## src/rtl/data_read_pkg.sv

```systemverilog
// Shared types and defaults for the LVDS capture path.
// LVDS_CAP_TRIG_EN adds the ARMED state and the trigger comparator.
package data_read_pkg;

    typedef enum logic [1:0] {
        IDLE,
        ARMED,
        CAPTURE
    } cap_state_t;

    localparam int LVDS_DEPTH       = 512;
    localparam int LVDS_ADDR_W      = 9;
    localparam int LVDS_DATA_W      = 4;
    localparam int LVDS_SYNC_STAGES = 2;

endpackage

```

## src/rtl/lvds_toggle_sync.sv

```systemverilog
// Toggle synchronizer into LVDS_CLK: sync chain plus history flop,
// producing a one-cycle pulse per level change of the toggle.
module lvds_toggle_sync
    import data_read_pkg::*;
#(
    parameter int SYNC_STAGES = LVDS_SYNC_STAGES
) (
    input  logic LVDS_CLK,
    input  logic lvds_resetn,
    input  logic tgl,
    output logic pulse
);

    logic [SYNC_STAGES-1:0] sync_q;
    logic                   hist_q;

    always_ff @(posedge LVDS_CLK or negedge lvds_resetn) begin
        if (!lvds_resetn) begin
            sync_q <= '0;
            hist_q <= 1'b0;
        end else begin
            sync_q <= {sync_q[SYNC_STAGES-2:0], tgl};
            hist_q <= sync_q[SYNC_STAGES-1];
        end
    end

    assign pulse = sync_q[SYNC_STAGES-1] ^ hist_q;

endmodule

```

## src/rtl/lvds_capture_ctrl.sv

```systemverilog
// Write-side controller for the LVDS sample buffer.
// Define LVDS_CAP_TRIG_EN to wait for a trigger pattern before capturing.
module lvds_capture_ctrl
    import data_read_pkg::*;
#(
    parameter int DEPTH       = LVDS_DEPTH,
    parameter int ADDR_W      = LVDS_ADDR_W,
    parameter int DATA_W      = LVDS_DATA_W,
    parameter int SYNC_STAGES = LVDS_SYNC_STAGES
) (
    input  logic              LVDS_CLK,
    input  logic              lvds_resetn,
    input  logic              start_tgl,
    input  logic              abort_tgl,
    input  logic [DATA_W-1:0] lvds_in,
    input  logic [DATA_W-1:0] trig_pattern,
    input  logic [DATA_W-1:0] trig_mask,
    output logic [ADDR_W-1:0] wr_addr,
    output logic [DATA_W-1:0] wr_data,
    output logic              wr_en,
    output logic              done_tgl,
    output logic              busy,
    output logic              aborted,
    output logic              start_lost
);

    cap_state_t        state_q;
    cap_state_t        state_d;
    logic [ADDR_W-1:0] wr_addr_d;
    logic [DATA_W-1:0] wr_data_d;
    logic              wr_en_d;
    logic              done_d;
    logic              aborted_d;
    logic              lost_d;
    logic              start_p;
    logic              abort_p;
    logic              trig_hit;
    logic              last_wr;

    lvds_toggle_sync #(
        .SYNC_STAGES(SYNC_STAGES)
    ) u_start_sync (
        .LVDS_CLK   (LVDS_CLK),
        .lvds_resetn(lvds_resetn),
        .tgl        (start_tgl),
        .pulse      (start_p)
    );

    lvds_toggle_sync #(
        .SYNC_STAGES(SYNC_STAGES)
    ) u_abort_sync (
        .LVDS_CLK   (LVDS_CLK),
        .lvds_resetn(lvds_resetn),
        .tgl        (abort_tgl),
        .pulse      (abort_p)
    );

`ifdef LVDS_CAP_TRIG_EN
    localparam cap_state_t START_TO = ARMED;
    assign trig_hit = ((lvds_in ^ trig_pattern) & trig_mask) == '0;
`else
    localparam cap_state_t START_TO = CAPTURE;
    logic unused_trig;
    assign unused_trig = ^{trig_pattern, trig_mask};
    assign trig_hit    = 1'b1;
`endif

    // Capture ends on the terminal address, never on the counter wrap
    assign last_wr = wr_addr == ADDR_W'(DEPTH - 1);

    always_comb begin
        state_d   = state_q;
        wr_addr_d = wr_addr;
        wr_data_d = wr_data;
        wr_en_d   = 1'b0;
        done_d    = done_tgl;
        aborted_d = aborted;
        lost_d    = start_lost;
        if (start_p && state_q != IDLE) begin
            lost_d = 1'b1;
        end
        unique case (state_q)
            IDLE: begin
                if (start_p && !abort_p) begin
                    aborted_d = 1'b0;
                    lost_d    = 1'b0;
                    state_d   = START_TO;
                    if (START_TO == CAPTURE) begin
                        wr_en_d   = 1'b1;
                        wr_addr_d = '0;
                        wr_data_d = lvds_in;
                    end
                end
            end
            ARMED: begin
                if (abort_p) begin
                    state_d   = IDLE;
                    aborted_d = 1'b1;
                end else if (trig_hit) begin
                    state_d   = CAPTURE;
                    wr_en_d   = 1'b1;
                    wr_addr_d = '0;
                    wr_data_d = lvds_in;
                end
            end
            CAPTURE: begin
                // Completion takes priority over a coincident abort
                if (last_wr) begin
                    state_d = IDLE;
                    done_d  = ~done_tgl;
                end else if (abort_p) begin
                    state_d   = IDLE;
                    aborted_d = 1'b1;
                end else begin
                    wr_en_d   = 1'b1;
                    wr_addr_d = wr_addr + 1'b1;
                    wr_data_d = lvds_in;
                end
            end
            default: begin
                state_d = IDLE;
            end
        endcase
    end

    always_ff @(posedge LVDS_CLK or negedge lvds_resetn) begin
        if (!lvds_resetn) begin
            state_q    <= IDLE;
            wr_addr    <= '0;
            wr_data    <= '0;
            wr_en      <= 1'b0;
            done_tgl   <= 1'b0;
            busy       <= 1'b0;
            aborted    <= 1'b0;
            start_lost <= 1'b0;
        end else begin
            state_q    <= state_d;
            wr_addr    <= wr_addr_d;
            wr_data    <= wr_data_d;
            wr_en      <= wr_en_d;
            done_tgl   <= done_d;
            busy       <= state_d != IDLE;
            aborted    <= aborted_d;
            start_lost <= lost_d;
        end
    end

endmodule

```

## config.mk

```make
export PLATFORM = sky130hd
export DESIGN_NAME = lvds_capture_ctrl
export DESIGN_NICKNAME = d
export VERILOG_FILES = /design/src/rtl/data_read_pkg.sv /design/src/rtl/lvds_toggle_sync.sv /design/src/rtl/lvds_capture_ctrl.sv
export SDC_FILE = /design/constraint.sdc
export NUM_CORES = 1
export LEC_CHECK = 0
export ABC_AREA = 1
export CAP_MARGIN = 20
export CORE_MARGIN = 4
export CORE_UTILIZATION = 30
export CTS_CLUSTER_DIAMETER = 50
export CTS_CLUSTER_SIZE = 28
export DETAILED_ROUTE_END_ITERATION = 6
export SYNTH_ARGS = -nofsm -noshare
export SYNTH_HDL_FRONTEND = slang
export SYNTH_HIERARCHICAL = 1
export SYNTH_SLANG_ARGS = --single-unit
export TNS_END_PERCENT = 5
```

## constraint.sdc

```tcl
create_clock -name LVDS_CLK -period 3.7 [get_ports LVDS_CLK]
set_input_delay 0.74 -clock LVDS_CLK [delete_from_list [all_inputs] [get_ports LVDS_CLK]]
set_output_delay 0.74 -clock LVDS_CLK [all_outputs]
set_load 0.05 [all_outputs]
```

==> results.txt, run 1 <==
The flow ran to the end, and the final reports show no timing, DRC or antenna violations. The maximum fanout along the worst path is 7. The number of cells on the worst reg-to-reg path is 9.

Timing would allow up to 0.434 GHz. The flop-to-flop setup slack is 1.81 ns. Across all layers, the routed design uses 963 vias. The run gives 0 as the number of resized instances in the post-cts repair step. Yosys mapped a number of flops with a built-in enable equal to 0.

The global-route usage over all layers is 9.88%. Number of top-level pins: 34. The number of hold buffers added after CTS is 0, and the final setup skew is 0.00392 ns.

The starting density of the core is 31.6%, and the via density per instance is 4.17. The arrival time reported for the critical path endpoint was 1.56 ns. The startpoint of the most critical register-to-register path was wr_addr[0]. Setup violations remaining at the end of the flow were counted as 0. The power density relative to cell area came out at 682 nW/um2.

Summed over all instances, the cell type with the most area after synthesis is dfrtp_1. The deepest level of the CTS H-tree came out at 1. The sort of element at the end of the critical path was an output port. The tightest min-delay check is of the reg2reg type. Setup repair after global routing left no endpoint under its margin.

Summing every instance area after synthesis gives 1290 um2. Hold-critical path endpoint: u_start_sync/sync_q[1]. The number of antenna diodes in the final layout is 0.

At the later pin of the worst-skew pair, clock insertion delay measures 0.26 ns. The worst path uses 62.3% of the clock period. The number of I/O port buffers is 25, and the overall die width is 73.6 um. The setup path with the least slack is of type reg2out. The share of synthesized area in the top cell type comes to 50.3%.

The number of max-cap violations was 0; the area growth from synthesis to layout was 28.6%. Once detail routing completed, the nets flagged for antenna violations numbered 0. Root buffer cell: clkbuf_8. Entering global routing, the biggest net connects 27 pins. The async set-or-reset flop fraction in the synthesized netlist is 100%, and the routed wire length is 2290 um. The worst hold path passes through 0 cells. The height of the die is 73.6 um, and the number of endpoints with negative hold slack in the final report is 0. The via count of the first global-routing pass is 941.

Traced cell by cell, the critical path runs through clkdlybuf4s50_1. For this run, the register share of the synthesized area comes to 50.3%. The number of antenna violations at the first check in global routing came out at 0.

In this run the mean area of a mapped cell was 8.45 um2. The logs give 153 for the instance count of the mapped netlist and 26 for the total number of clock tree sinks. The initialized floorplan defines 23 standard-cell rows. Among all flip-flop cells after synthesis, the most frequent one is dfrtp_1. Maximum clock path buffer count: 2.

The final number of max-transition violations is 0. The startpoint identified for the worst hold timing path is u_start_sync/sync_q[0]. TritonCTS built the clock tree. For the finished layout, the period the worst path requires is 2.30 ns. The commonest cells after synthesis are 47 x nand2_1, 26 x dfrtp_1, 25 x inv_1.

The post-CTS setup buffer count was 0; the floorplan die area was 5420 um2. Share of final-layout standard cells stronger than drive strength 1: 8.29%. nand2_1 is the most common cell in the netlist. Starting DRC count in detailed routing: 60.

The first-pass GRT wire length was 4150 um; the leakage power figure was 0.000810 uW. The worst-case vdd ir drop was 0.429 mV; the clock buffer count from CTS was 3. On the critical path the largest part of the delay comes from buffers and inverters.

The average detailed-routed wire length per instance is 9.91 um, and the core outline area is 4090 um2. In the final design database the tool counted 204 nets. Ranked by total cell area, the synthesized netlist is headed by dfrtp_1 50%, nand2_1 14%, inv_1 7.3%. For this run, the number of Yosys warnings is 6.

The tools report the post-route setup TNS as 0 ns. The HPWL after detailed placement is 1730 um. The congestion estimate from routability-driven global placement came to 0.762. STA classifies the critical path startpoint as a register.

In this run, synthesis produced a sequential element count of 26. Clock-pin slew was measured on the worst setup and hold paths at 0.09 ns. The endpoint identified for the worst register-to-register timing path is wr_addr[7].

The number of nets handed over by synthesis was 175. The buffers plus inverters on the worst setup path was 1. Measured against its own limit, the worst slew margin works out to 66.3%. On the critical path, the stage with the largest delay is an instance of clkdlybuf4s50_1. The run gives 19 as the number of distinct library cell variants in the gate-level netlist after synthesis.

The required time of the worst setup path is 2.96 ns, and the worst stage delay on the critical path is 0.84 ns. For this run, design rule violations remaining after detail routing come to 0. Once layout is complete, the utilization of the core stands at 40.7%. The first detailed-routing pass took 4 iterations. Summed over all layers, the global routing overflow is 0. The actual slew at the worst max-slew pin was 0.505 ns.
## through the flow
stage / cells / instance area [um2] / hold WS, ns / setup WS [ns] / power, uW
after CTS: 231 / 1660 / 0.359 / 1.38 / 1150
after detailed placement: 227 / 1590 / 0.336 / 1.68 / 913
after global placement: 227 / 1590 / 0.333 / 1.69 / 909
after global routing: 231 / 1660 / 0.362 / 1.31 / 1210
after floorplan: 153 / 1290 / 0.331 / 1.62 / 768
final: 231 / 1660 / 0.357 / 1.40 / 1130
## sequential cells by signal, indices dropped and copies added, names as in the netlist, 2 cells and up
| name | count |
|---|---|
| state_q | 2 |
| u_abort_sync/sync_q | 2 |
| u_start_sync/sync_q | 2 |
| wr_addr | 9 |
| wr_data | 4 |
## worst max path at each step
stage | startpoint | end | slack [ns] | cells past startpoint
floorplan | wr_addr[1] | wr_addr[0] | 1.62 | 11
global placement | wr_addr[5] | wr_addr[5] | 1.69 | 1
detailed placement | wr_addr[5] | wr_addr[5] | 1.68 | 1
CTS | wr_addr[5] | wr_addr[5] | 1.38 | 1
global route | wr_addr[5] | wr_addr[5] | 1.31 | 1
finish | wr_addr[5] | wr_addr[5] | 1.40 | 1
## routing by layer
layer	vias to the layer above	track usage (%)	part of all wire, %
met4	0	5.43	1.7
met1	412	14.0	53
met2	18	13.9	40
met5	-	0	0
li1	531	-	-
met3	2	2.05	4.9
## cells by family (layout without fill, tap and decap cells)
logic type | Yosys count | in the layout | synth area share, %
buffers and inverters | 28 | 56 | 9.29
AOI/OAI and AO/OA | 19 | 19 | 8.71
and+or+nand+nor | 72 | 72 | 24.5
xor gates and xnor gates | 2 | 2 | 1.36
DFF | 26 | 26 | 50.3
adders and majority gates | 6 | 6 | 5.81
## cell usage in the layout (no fill, tap or decap)
cell type         n
nor3b_1           1
bufinv_16         1
clkbuf_8          3
o21ai_2           4
nand4_4           1
ha_1              6
nand2_2           3
xor2_1            1
nand2_1          47
o21bai_1          1
inv_2             1
nand3_1          11
nor2_2            1
inv_1            25
o21ai_1           1
xnor2_1           1
buf_4             1
dfrtp_1          26
o21ai_0          13
nor2_1            7
nor3_1            1
clkdlybuf4s50_1  25
## power by group
part | internal [uW] | switching (uW)
clock network | 145 | 86.9
logic | 163 | 353
registers | 344 | 42.0
## final cells by class
cell class	instances	area (um2)
fill	420	2420
sequential	26	651
multi-input combinational	99	522
timing repair buffer	26	258
inverter	26	97.6
tap	50	62.6
clock buffer	3	41.3
clock inverter	1	30.0
Power figures use the tool's default switching activity.
==> inputs of run 2 (changes only) <==
Clock period 3.7 ns to 2.3 ns, I/O delays scaled along.
==> run 2 against run 1 <==
- non-clock buffer count did not move
- total power rose by 54%
- register-to-register slack got worse by 1.4 ns
- sequential power rose by 61%
- clock power rose by 24%
- via count rose by 3.0%
- critical path depth did not move
- sequential share of layout area rose by 0.39 points
- cell area fell by 0.98%
- die area did not move
- global-route usage fell by 0.42 points
- critical path type unchanged
- critical endpoint unchanged
- highest routed layer unchanged
==> results.txt, run 2 (synthesized netlist as in run 1, its figures left out) <==
The number of I/O port buffers is 25. Detailed placement ended at an HPWL of 1730 um. VDD sags by at most 0.488 mV.

The first-pass GRT wire length came out at 4060 um. The final period demand of the worst path works out to 2.03 ns. The register ranked first by flip-flop count is wr_addr. The buffers plus inverters on the worst setup path was 1; the residual antenna-violating net count after detailed routing was 0. The required time of the worst setup path was 1.84 ns; the floorplan die area was 5420 um2. The total vias in the final route came out at 992. In this run, post-CTS repair resized a total of 0 instances. The first detailed-routing pass ran for 4 iterations. The filler cell count was 426; the via count of the first global-routing pass was 912.

Row count: 23. In the layout the commonest cells are 47 x nand2_1, 26 x dfrtp_1, 25 x inv_1, 25 x clkdlybuf4s50_1, 13 x o21ai_0. For the final routed database, the setup TNS stands at 0 ns. Insertion delay of the later-clocked pin in the worst-skew pair: 0.26 ns.

The DRC violation count after routing is 0, and the starting DRC count in detailed routing is 48. In the final design database the tool counted 204 nets. The arrival time reported for the critical path endpoint is 1.57 ns, and the number of top-level pins is 34. Routed wire length: 2360 um. In this design, the largest share of critical-path delay is due to buffers and inverters. The region available for standard cell placement spans 4090 um2. The number of endpoints with negative hold slack in the final report was 0; the final clock period utilization by the worst path was 88.1%. The root buffer cell is clkbuf_8. The worst stage delay on the critical path is 0.85 ns, and the maximum fanout along the worst path is 7.

The post-route netlist has 8.29% of its cells at a drive strength greater than 1. The die is 73.6 um wide. Dividing total power by cell area gives a power density of 1060 nW/um2. The final number of max-transition violations came out at 0. Setup repair after global routing left no endpoint under its margin. Leakage power figure: 0.000803 uW. The remaining global-route overflow was 0. The filler-free cell count of the finished design was 231; the routability congestion estimate was 0.763. The clock input transition at the sequential cells of the worst setup and hold paths works out to 0.09 ns.

Sort of element at the start of the critical path: a register. The tools report the worst setup slack before clock tree synthesis as 0.388 ns. The flow ran to the end, and the final reports show no timing, DRC or antenna violations.

Walking the worst path, the cells encountered are clkdlybuf4s50_1. The global-route usage over all layers was 9.46%; the logic depth of the worst setup path including buffers was 1. For this configuration, the core starts out at a cell density of 31.6%. Setup violations remaining at the end of the flow were counted as 0. The worst hold path class is reg2reg. The area growth from synthesis to layout came out at 27.3%. For the maximum number of pins on one net before global-route repair, the log shows 27. The worst register-to-register path has a depth of 10. STA classifies the critical path endpoint as an output port.

The tool flagged a number of max-cap violations equal to 0. In this run the worst setup path terminates at wr_addr[5]. TritonCTS built the clock tree.

Number of antenna violations at the first check in global routing: 0. The logs give 0 for the number of hold buffers added after CTS and 0 for the antenna cell count. The clock passes through at most 2 buffers.

The worst hold path begins at u_abort_sync/sync_q[0]. The flop-to-flop setup slack came out at 0.40 ns. In this run the critical register-to-register path is captured at wr_data[3]. The deepest level of the CTS H-tree was 1; the final setup skew was 0.00343 ns. In the final layout, the registers with the most flip-flops are wr_addr x9, wr_data x4. At the pin with the least slew margin, the transition time is 0.498 ns.

For this run, the top clock speed supported by timing is 0.494 GHz. Measured against its own limit, the worst slew margin works out to 66.7%. Setup slack on the critical path of the routed design comes to 0.275 ns. The number of placed instances, taps included, is 227. The flip-flop count of the largest register after layout came out at 9. The worst setup path is of the reg2out kind. Most common library cell in the layout ignoring fill and taps: nand2_1. Startpoint of the most critical register-to-register path: wr_addr[0].

In the final routed layout, each cell accounts on average for 10.2 um. The critical path starts at wr_addr[5]. The floorplan step set the die height to 73.6 um.

The post-CTS setup buffer count came out at 0. The cell with the largest stage delay on the worst path was clkdlybuf4s50_1. Clock tree synthesis found a total of 26 sinks. The clock buffer count from CTS is 3, and the via density per instance is 4.29.
run 2: changes by cell type in the layout (fill, tap and decap cells not counted):
cell	before	now
bufinv_16	1	0
clkbuf_8	3	4
run 2: layer usage:
layer  up-vias  GRT usage [%]  part of all wire, %
li1        524              -                    -
met1       442           13.9                   50
met2        22           13.9                   43
met3         4           1.92                  4.9
met4         0           3.02                  1.4
met5         -              0                    0
run 2: cell type report:
cell class | instances | area [um2] | area share (%)
Tap cell | 50 | 62.6 | 3.80
Sequential cell | 26 | 651 | 39.5
Multi-Input combinational cell | 99 | 522 | 31.7
Clock buffer | 4 | 55.1 | 3.35
Inverter | 26 | 97.6 | 5.93
Timing Repair Buffer | 26 | 258 | 15.7
run 2: worst min-delay path by stage:
| stage | slack, ns | endpoint | depth (start not counted) |
|---|---|---|---|
| after CTS | 0.36 | u_abort_sync/sync_q[1] | 0 |
| after global placement | 0.33 | u_abort_sync/sync_q[1] | 0 |
| after global routing | 0.37 | u_abort_sync/sync_q[1] | 0 |
| after floorplan | 0.16 | aborted | 0 |
| after detailed placement | 0.34 | u_abort_sync/sync_q[1] | 0 |
| final | 0.35 | u_abort_sync/sync_q[1] | 0 |
run 2: stage by stage:
| step | cell area (um2) | hold slack (ns) | utilization (%) | power [uW] |
|---|---|---|---|---|
| after floorplan | 1290 | 0.164 | - | 1240 |
| after global placement | 1590 | 0.334 | 38.9 | 1460 |
| after detailed placement | 1590 | 0.337 | 38.9 | 1470 |
| after CTS | 1650 | 0.358 | 40.3 | 1770 |
| after global routing | 1650 | 0.371 | 40.3 | 1860 |
| final | 1650 | 0.354 | 40.3 | 1740 |
run 2: where the power goes:
group          switching (uW)  internal (uW)
Sequential               66.9            554
Clock                     134            153
Combinational             572            261
Total                     773            967
==> inputs of run 3 (changes only) <==
Settings changed: HOLD_SLACK_MARGIN set to 0.02.
Clock period 2.3 ns to 2.5 ns, I/O delays scaled along.
==> run 3 against run 2 <==
- combinational power is 7.8% lower
- core utilization rose by 0.40 points
- non-clock buffer count unchanged
==> results.txt, run 3 (synthesized netlist as in run 1, its figures left out) <==
The tree built by TritonCTS fans out to 26 sinks. The worst path needs 2.06 ns of the cycle, external delays included. The die covers 5420 um2. The DRC violation count after routing is 0, and the via density per instance is 4.30. At the end of routability-driven placement, the weighted congestion stood at 0.783. The logic depth of the worst setup path including buffers is 1, and the deepest level of the CTS H-tree is 1.

The tools report the clock buffer count from CTS as 3. The maximum number of pins on one net before global-route repair came out at 27. For this run, the slowest stage of the critical path takes 0.84 ns.

In this run the standard cell core region covers 4090 um2. The setup path with the least slack is of type reg2out. The register with the most flip-flops in the layout has 9 of them. For this run, the post-layout net count is 204. The number of setup buffers added after CTS is 0.

Sort of element at the start of the critical path: a register. In this run the worst hold path is classified as reg2reg. The finished layout holds 231 standard cells, fillers aside. The remaining global-route overflow was 0; the arrival time reported for the critical path endpoint was 1.56 ns. In this run the worst setup path terminates at wr_addr[5]. After filler insertion, the fill cell instance count of the layout stands at 437. The register ranked first by flip-flop count was wr_addr. The number of antenna violations at the first check in global routing was 0; the number of I/O port buffers was 25. For flop-to-flop paths, the worst setup slack is 0.59 ns. The run gives 953 as the via count of the first global-routing pass. The area growth from synthesis to layout is 28.6%.

The run finished with clean final reports. The cell sitting at the root of the clock tree is a clkbuf_8. The total placed cells including tap cells is 227, and the total vias in the final route is 994. The tools report the startpoint of the most critical register-to-register path as wr_addr[0]. Final hold analysis gives a worst-case slack of 0.356 ns. For the final setup violation count, the log shows 0. TritonCTS built the clock tree. Dividing the detail-routed wire length by the instance count gives 10.5 um. In this run the critical register-to-register path is captured at wr_addr[6]. The required time of the worst setup path is 2.00 ns, and the first-pass GRT wire length is 4150 um. For the final number of max-transition violations, the log shows 0. Global-route usage over all layers: 9.80%. 0 antenna diodes ended up in the layout. The buffers plus inverters on the worst setup path was 1. Among cell families on the critical path, the largest total delay comes from buffers and inverters. The clock passes through at most 2 buffers. STA classifies the critical path endpoint as an output port. The clock arrives with 0.00780 ns of skew. For the starting density of the core, the log shows 31.6%. In this run the remaining antenna-violating nets after routing total 0.

The clock input transition at the sequential cells of the worst setup and hold paths is 0.09 ns, and the row count is 23. Measured along the y axis, the die boundary spans 73.6 um. The signal on the critical path passes through clkdlybuf4s50_1. Headroom to the max-slew limit came out at 66.7%.

The number of max-cap violations is 0. Dividing total power by cell area gives a power density of 1010 nW/um2. After the first detailed-routing iteration, the DRC count stood at 36. The tools report the post-route setup TNS as 0 ns. In the final layout, the registers with the most flip-flops are wr_addr x9, wr_data x4. The number of endpoints with negative hold slack in the final report was 0; the final clock period utilization by the worst path was 82.4%. For the leakage power figure, the log shows 0.000810 uW.

Setup repair after global routing left no endpoint under its margin. Static timing analysis puts the maximum clock frequency at 0.486 GHz. Tracing the worst setup path back leads to its startpoint at wr_addr[5]. The largest individual stage delay along the critical path comes from the cell clkdlybuf4s50_1.

Along the worst path, the maximum fanout reaches 7. The die is 73.6 um wide. Leaving out fill and tap cells, the most frequent cells in the layout are 47 x nand2_1, 26 x dfrtp_1, 25 x inv_1, 25 x clkdlybuf4s50_1, 13 x o21ai_0.

Counting cells, the worst reg-to-reg path comes to 9. The run gives 2420 um as the routed wire length. The share of final-layout standard cells stronger than drive strength 1 is 8.29%, and the length of the first detailed-routing pass in iterations is 4. At the pin with the least slew margin, the transition time is 0.498 ns. The post-DP HPWL is 1780 um.

The number of resized instances in the post-cts repair step came out at 0. Clock latency on the worst-skew pair, taken at its later pin, is 0.27 ns. The library cell used most frequently in the layout, excluding fill and tap cells, is nand2_1. For this design the top-level I/O count stands at 34. The number of hold buffers added after CTS was 0; the worst-case vdd ir drop was 0.626 mV.
## run 3: layout make-up
class                      count  area [um2]  area share, %
sequential                    26         651           39.2
clock buffer                   3        41.3           2.48
tap                           50        62.6           3.77
clock inverter                 1        30.0           1.81
timing repair buffer          26         258           15.5
multi-input combinational     99         522           31.4
inverter                      26        97.6           5.87
## run 3: worst min path at each step
stage / startpoint / endpoint / slack (ns) / depth (start not counted)
3_3_place_gp: u_abort_sync/sync_q[0] / u_abort_sync/sync_q[1] / 0.33 / 0
2_1_floorplan: lvds_resetn / aborted / 0.20 / 0
5_1_grt: u_abort_sync/sync_q[0] / u_abort_sync/sync_q[1] / 0.37 / 0
3_5_place_dp: u_abort_sync/sync_q[0] / u_abort_sync/sync_q[1] / 0.34 / 0
4_1_cts: u_abort_sync/sync_q[0] / u_abort_sync/sync_q[1] / 0.36 / 0
6_report: u_abort_sync/sync_q[0] / u_abort_sync/sync_q[1] / 0.36 / 0
## run 3: power by group
part / internal (uW) / switching (uW) / total [uW]
combinational: 241 / 526 / 768
clock: 214 / 132 / 346
sequential: 509 / 62.8 / 572
total: 965 / 721 / 1690
## run 3: per-stage QoR
| stage | area, um2 | setup slack, ns | utilization (%) | total power [uW] |
|---|---|---|---|---|
| floorplan | 1290 | 0.422 | - | 1140 |
| global placement | 1590 | 0.626 | 38.9 | 1350 |
| detailed placement | 1590 | 0.572 | 38.9 | 1360 |
| CTS | 1660 | 0.414 | 40.7 | 1710 |
| global route | 1660 | 0.351 | 40.7 | 1800 |
| finish | 1660 | 0.441 | 40.7 | 1690 |
## run 3: metal layers
metal | wire length, um | vias up | track usage, %
li1 | - | 530 | -
met1 | 1200 | 444 | 13.0
met2 | 1090 | 18 | 15.1
met3 | 101 | 2 | 1.64
met4 | 25 | 0 | 5.43
met5 | 0 | - | 0
==> RTL change 1 (flow settings as in run 1) <==
Register the output `wr_addr` once more, with the module's reset; this adds one clock of latency there. The other outputs are not delayed to match.
--- a/src/rtl/lvds_capture_ctrl.sv
+++ b/src/rtl/lvds_capture_ctrl.sv
@@ -23,6 +23,8 @@
     output logic              aborted,
     output logic              start_lost
 );
+
+    logic [ADDR_W-1:0] wr_addr_s0;
 
     cap_state_t        state_q;
     cap_state_t        state_d;
@@ -66,11 +68,11 @@
 `endif
 
     // Capture ends on the terminal address, never on the counter wrap
-    assign last_wr = wr_addr == ADDR_W'(DEPTH - 1);
+    assign last_wr = wr_addr_s0 == ADDR_W'(DEPTH - 1);
 
     always_comb begin
         state_d   = state_q;
-        wr_addr_d = wr_addr;
+        wr_addr_d = wr_addr_s0;
         wr_data_d = wr_data;
         wr_en_d   = 1'b0;
         done_d    = done_tgl;
@@ -113,7 +115,7 @@
                     aborted_d = 1'b1;
                 end else begin
                     wr_en_d   = 1'b1;
-                    wr_addr_d = wr_addr + 1'b1;
+                    wr_addr_d = wr_addr_s0 + 1'b1;
                     wr_data_d = lvds_in;
                 end
             end
@@ -126,7 +128,7 @@
     always_ff @(posedge LVDS_CLK or negedge lvds_resetn) begin
         if (!lvds_resetn) begin
             state_q    <= IDLE;
-            wr_addr    <= '0;
+            wr_addr_s0 <= '0;
             wr_data    <= '0;
             wr_en      <= 1'b0;
             done_tgl   <= 1'b0;
@@ -135,7 +137,7 @@
             start_lost <= 1'b0;
         end else begin
             state_q    <= state_d;
-            wr_addr    <= wr_addr_d;
+            wr_addr_s0 <= wr_addr_d;
             wr_data    <= wr_data_d;
             wr_en      <= wr_en_d;
             done_tgl   <= done_d;
@@ -145,5 +147,13 @@
         end
     end
 
+    always_ff @(posedge LVDS_CLK or negedge lvds_resetn) begin
+        if (!lvds_resetn) begin
+            wr_addr <= '0;
+        end else begin
+            wr_addr <= wr_addr_s0;
+        end
+    end
+
 endmodule
 
Function: changed (Yosys sat finds a counterexample within 10 cycles, from zero or initial values and one cycle with lvds_resetn low).
==> RTL change 1 against run 1 <==
Total power is 15% higher. Critical path type unchanged. Cell count rose by 11%. Synthesized cell count up 2.0%. Sequential cell count grew 9. Synthesized area up 15%. Setup slack gained 110 ps. Wire length grew 13%. Largest cell class unchanged. Maximum frequency increased by 4.8%. Cell area rose by 17%.
==> RTL change 1: results (changes against run 1) <==
[timing]
slew_viol_final = 0  ; unchanged
setup_viol_count_final = 0  ; unchanged
worst_pin_slew_ps = 503  ; was 505 ps
timing.hold.ws_ps = 350  ; was 357 ps
finClkSkew_ps = 3.64  ; was 3.92 ps
hold_viol = 0  ; unchanged

[synth]
synthTopCellsByArea = dfrtp_1, nand2_1, ha_1  ; was dfrtp_1, nand2_1, inv_1
syn_nets = 179  ; was 175
synth_cell_types = 21  ; was 19
ys_seq_area_frac = 0.587  ; was 0.503
synth_commonest_cells = nand2_1, dfrtp_1, inv_1  ; unchanged
async_reset_ff_frac = 1.00  ; unchanged
yosys_warnings = 6  ; unchanged
ys.flop_type = dfrtp_1  ; unchanged
synth_edf_count = 0  ; unchanged

[critical_path]
worstPathMaxFanout = 3  ; was 7
r2r_cells = 9  ; unchanged
crit_arrival_ps = 1460  ; was 1560 ps
r2r_end = wr_addr_s0[1]  ; was wr_addr[7]
cpPeakStageDelay_ps = 810  ; was 840 ps
critPathTopFamily = buffers and inverters  ; unchanged
reg2reg_setup_slack_ps = 1830  ; was 1810 ps
slowest_stage = clkdlybuf4s50_1  ; unchanged
rr_startpoint = wr_addr_s0[0]  ; was wr_addr[0]

[drt]
first_pass_iters = 4  ; unchanged
post_drt_via_cell_ratio = 4.13  ; was 4.17
wl_per_cell_um = 10.1  ; was 9.91 µm
dr.first_iter.drc_count = 63  ; was 60

[clock_tree]
cts-root-buf = clkbuf_8  ; unchanged
post_cts_resized = 0  ; unchanged
cts_buffer_depth = 2  ; unchanged
cts.reportedPaths.clkPinSlew_ps = 70  ; was 90 ps
cts_buffers = 5  ; was 3
clk_latency_ps = 280  ; was 260 ps
post-cts-setup-buffers = 0  ; unchanged
cts_max_level = 2  ; was 1

[hold_path]
whs_path_depth = 0  ; unchanged
min_from = u_start_sync/sync_q[0]  ; unchanged
hold_path.class = flip-flop to flip-flop  ; unchanged
min_to = u_start_sync/sync_q[1]  ; unchanged

[global_routing]
grt_pass1_vias = 1060  ; was 941
grt_first_pass_wirelength_um = 4540  ; was 4150 µm
grtUsageTotal = 0.0975  ; was 0.0988
antenna_found_initial = 0  ; unchanged
grt_max_degree = 36  ; was 27

[layout]
drive_above_1_share = 0.0899  ; was 0.0829
antennaDiodeCount = 0  ; unchanged
multi_input_area_um2 = 522  ; unchanged
nFillCells = 492  ; was 420
reg_top3 = wr_addr (9), wr_addr_s0 (9), wr_data (4)  ; was wr_addr (9), wr_data (4)
nNetsFinal = 211  ; was 204

[power]
vdd_drop_max_mv = 0.227  ; was 0.429 mV
p_leak_nw = 0.977  ; was 0.810 nW

[place]
io_buffers = 25  ; unchanged
dp_hpwl_um = 1800  ; was 1730 µm
place_area_um2 = 1820  ; was 1590 µm²
gp_congestion = 0.754  ; was 0.762

[status]
outcome = finished, final reports clean  ; unchanged

[RTL change 1: changes by cell type in the layout (fill, tap and decap cells not counted), sizes merged, moves of 2 or more]
| cell | change |
|---|---|
| dfrtp | +9 |
| nor2 | +2 |
| o21ai | -6 |
| nand3 | -3 |
| clkbuf | +3 |
| inv | -4 |
| a21oi | +4 |
[RTL change 1: layout make-up]
cell class / instances / share of cell area
sequential: 35 / 0.452
multi-input combinational: 98 / 0.269
timing repair buffer: 26 / 0.133
tap: 67 / 0.0432
clock buffer: 6 / 0.0426
inverter: 22 / 0.0426
clock inverter: 2 / 0.0181
[RTL change 1: metrics by stage]
stage	setup WS (ps)	total power [W]	cells
6_report	1500	0.00130	256
5_1_grt	1420	0.00138	256
4_1_cts	1470	0.00132	256
3_5_place_dp	1790	0.000970	248
3_3_place_gp	1800	0.000962	248
2_1_floorplan	2080	0.000822	156
[RTL change 1: worst max-delay path by stage]
stage / startpoint / end / depth (start not counted)
finish: aborted / aborted / 1
detailed placement: aborted / aborted / 1
global route: aborted / aborted / 1
CTS: aborted / aborted / 1
global placement: aborted / aborted / 1
floorplan: wr_addr_s0[0] / wr_addr_s0[5] / 9
[RTL change 1: logic make-up after synthesis]
group	Yosys count	synth area share
buffers and inverters	23	0.0629
AO/OA/AOI/OAI	17	0.0612
adder cells (fa/ha/maj)	7	0.0587
AND/OR/NAND/NOR	71	0.212
XOR/XNOR	3	0.0176
flip-flops	35	0.587
[RTL change 1: where the power goes]
group	internal (W)	total (W)	switching (W)
Sequential	0.000448	0.000487	0.0000388
Combinational	0.000148	0.000469	0.000321
Clock	0.000218	0.000347	0.000129
Total	0.000813	0.00130	0.000489
[RTL change 1: layer usage]
metal  part of all wire  track usage  vias to the layer above
met5                  0            0                        -
met4              0.026       0.0629                        0
met3              0.066       0.0401                        8
met2               0.42        0.142                       25
met1               0.49        0.118                      477
li1                   -            -                      546
==> RTL change 2 (settings of run 1) <==
Without the edit above. The package constant `LVDS_ADDR_W` goes from 9 to 10.
--- a/src/rtl/data_read_pkg.sv
+++ b/src/rtl/data_read_pkg.sv
@@ -9,7 +9,7 @@
     } cap_state_t;
 
     localparam int LVDS_DEPTH       = 512;
-    localparam int LVDS_ADDR_W      = 9;
+    localparam int LVDS_ADDR_W      = 10;
     localparam int LVDS_DATA_W      = 4;
     localparam int LVDS_SYNC_STAGES = 2;
 
Ports: changed (resized wr_addr); port bits go from 34 to 35. The function was not compared with the original's and may differ.
==> RTL change 2 against run 1 <==
Critical path depth unchanged. Wire length increased by 12%. Worst hold slack about the same. Cell area increased by 4.8%. Clock skew increased by 3.1 ps. Synthesized area increased by 6.7%. Register-to-register slack improved by 220 ps. Global-route usage increased by 0.34 points. Setup slack got worse by 54 ps. Sequential cell count increased by 1. Cell count increased by 6.9%. First-iteration DRC count decreased by 12%. Total power decreased by 3.2%.
==> RTL change 2: results (changes against run 1) <==
[critical_path]
r2r_cells = 7  ; was 9
cp-end-kind = output port  ; unchanged
rr_startpoint = state_q[0]  ; was wr_addr[0]
worstPathMaxFanout = 8  ; was 7
crit_arrival_ps = 1620  ; was 1560 ps
reg2reg_setup_slack_ps = 2030  ; was 1810 ps

[synth]
synth_cell_types = 24  ; was 19
synth_commonest_cells = nand2_1, dfrtp_1, inv_1  ; unchanged
syn_nets = 187  ; was 175
synthTopCellsByArea = dfrtp_1, nand2_1, inv_1  ; unchanged
ys_seq_area_frac = 0.490  ; was 0.503

[clock_tree]
cts_buffers = 3  ; unchanged
cts-root-buf = clkbuf_8  ; unchanged
clk_latency_ps = 280  ; was 260 ps

[place]
gp_congestion = 0.761  ; was 0.762
dp_hpwl_um = 1880  ; was 1730 µm

[layout]
largest_reg_flops = 10  ; was 9
nFillCells = 441  ; was 420
drive_above_1_share = 0.0769  ; was 0.0829
reg_top3 = wr_addr (10), wr_data (4)  ; was wr_addr (9), wr_data (4)
nNetsFinal = 217  ; was 204

[global_routing]
grtUsageTotal = 0.102  ; was 0.0988
grt_first_pass_wirelength_um = 4600  ; was 4150 µm
grt_max_degree = 28  ; was 27

[timing]
timing.hold.ws_ps = 356  ; was 357 ps
slew_headroom = 0.667  ; was 0.663
finClkSkew_ps = 7.03  ; was 3.92 ps

[status]
outcome = finished, final reports clean  ; unchanged

[power]
p_leak_nw = 0.849  ; was 0.810 nW
vdd_drop_max_mv = 0.375  ; was 0.429 mV

[drt]
dr.first_iter.drc_count = 53  ; was 60
drt-total-wl_um = 2560  ; was 2290 µm
vias = 1094  ; was 963

## RTL change 2: through the flow
stage               cell area, µm²  total power (W)  worst slack, ps  instances   util
global route                  1740          0.00118             1270        247  0.395
CTS                           1740          0.00111             1320        247  0.395
detailed placement            1700         0.000940             1640        243  0.384
finish                        1740          0.00110             1340        247  0.395
floorplan                     1380         0.000785             1870        166      -
global placement              1700         0.000935             1650        243  0.384
## RTL change 2: final cells by class
class,instances,share of cell area
flip-flops and latches,27,0.388
multi-input cells,113,0.343
repair buffers,27,0.154
inverters,24,0.0517
well taps,52,0.0374
clock buffers,3,0.0237
clock inverters,1,0.00287
## RTL change 2: routing by layer
layer,GRT usage,wire length [µm],up-vias
li1,-,-,578
met1,0.114,1210,488
met2,0.193,1190,24
met3,0.0290,151,4
met4,0.0175,12,0
met5,0,0,-
## RTL change 2: logic make-up (layout without fill, tap and decap cells)
family                   Yosys count  in the layout  share of synthesized area
buffers and inverters             26             55                     0.0771
AO/OA/AOI/OAI                     26             26                      0.103
adder cells (fa/ha/maj)            5              5                     0.0454
flip-flops                        27             27                      0.490
AND/OR/NAND/NOR                   81             81                      0.279
XOR/XNOR                           1              1                    0.00635
## RTL change 2: worst max path at each step
| stage | start | endpoint | slack (ps) |
|---|---|---|---|
| global placement | wr_addr[0] | wr_addr[0] | 1650 |
| CTS | wr_addr[0] | wr_addr[0] | 1320 |
| floorplan | wr_addr[0] | wr_addr[7] | 1870 |
| finish | wr_addr[0] | wr_addr[0] | 1340 |
| global route | wr_addr[0] | wr_addr[0] | 1270 |
| detailed placement | wr_addr[0] | wr_addr[0] | 1640 |
## RTL change 2: report_power, final
group	internal (W)	switching [W]	leakage, nW
combinational	0.000172	0.000354	0.475
sequential	0.000355	0.0000471	0.348
clock	0.0000756	0.0000936	0.0255
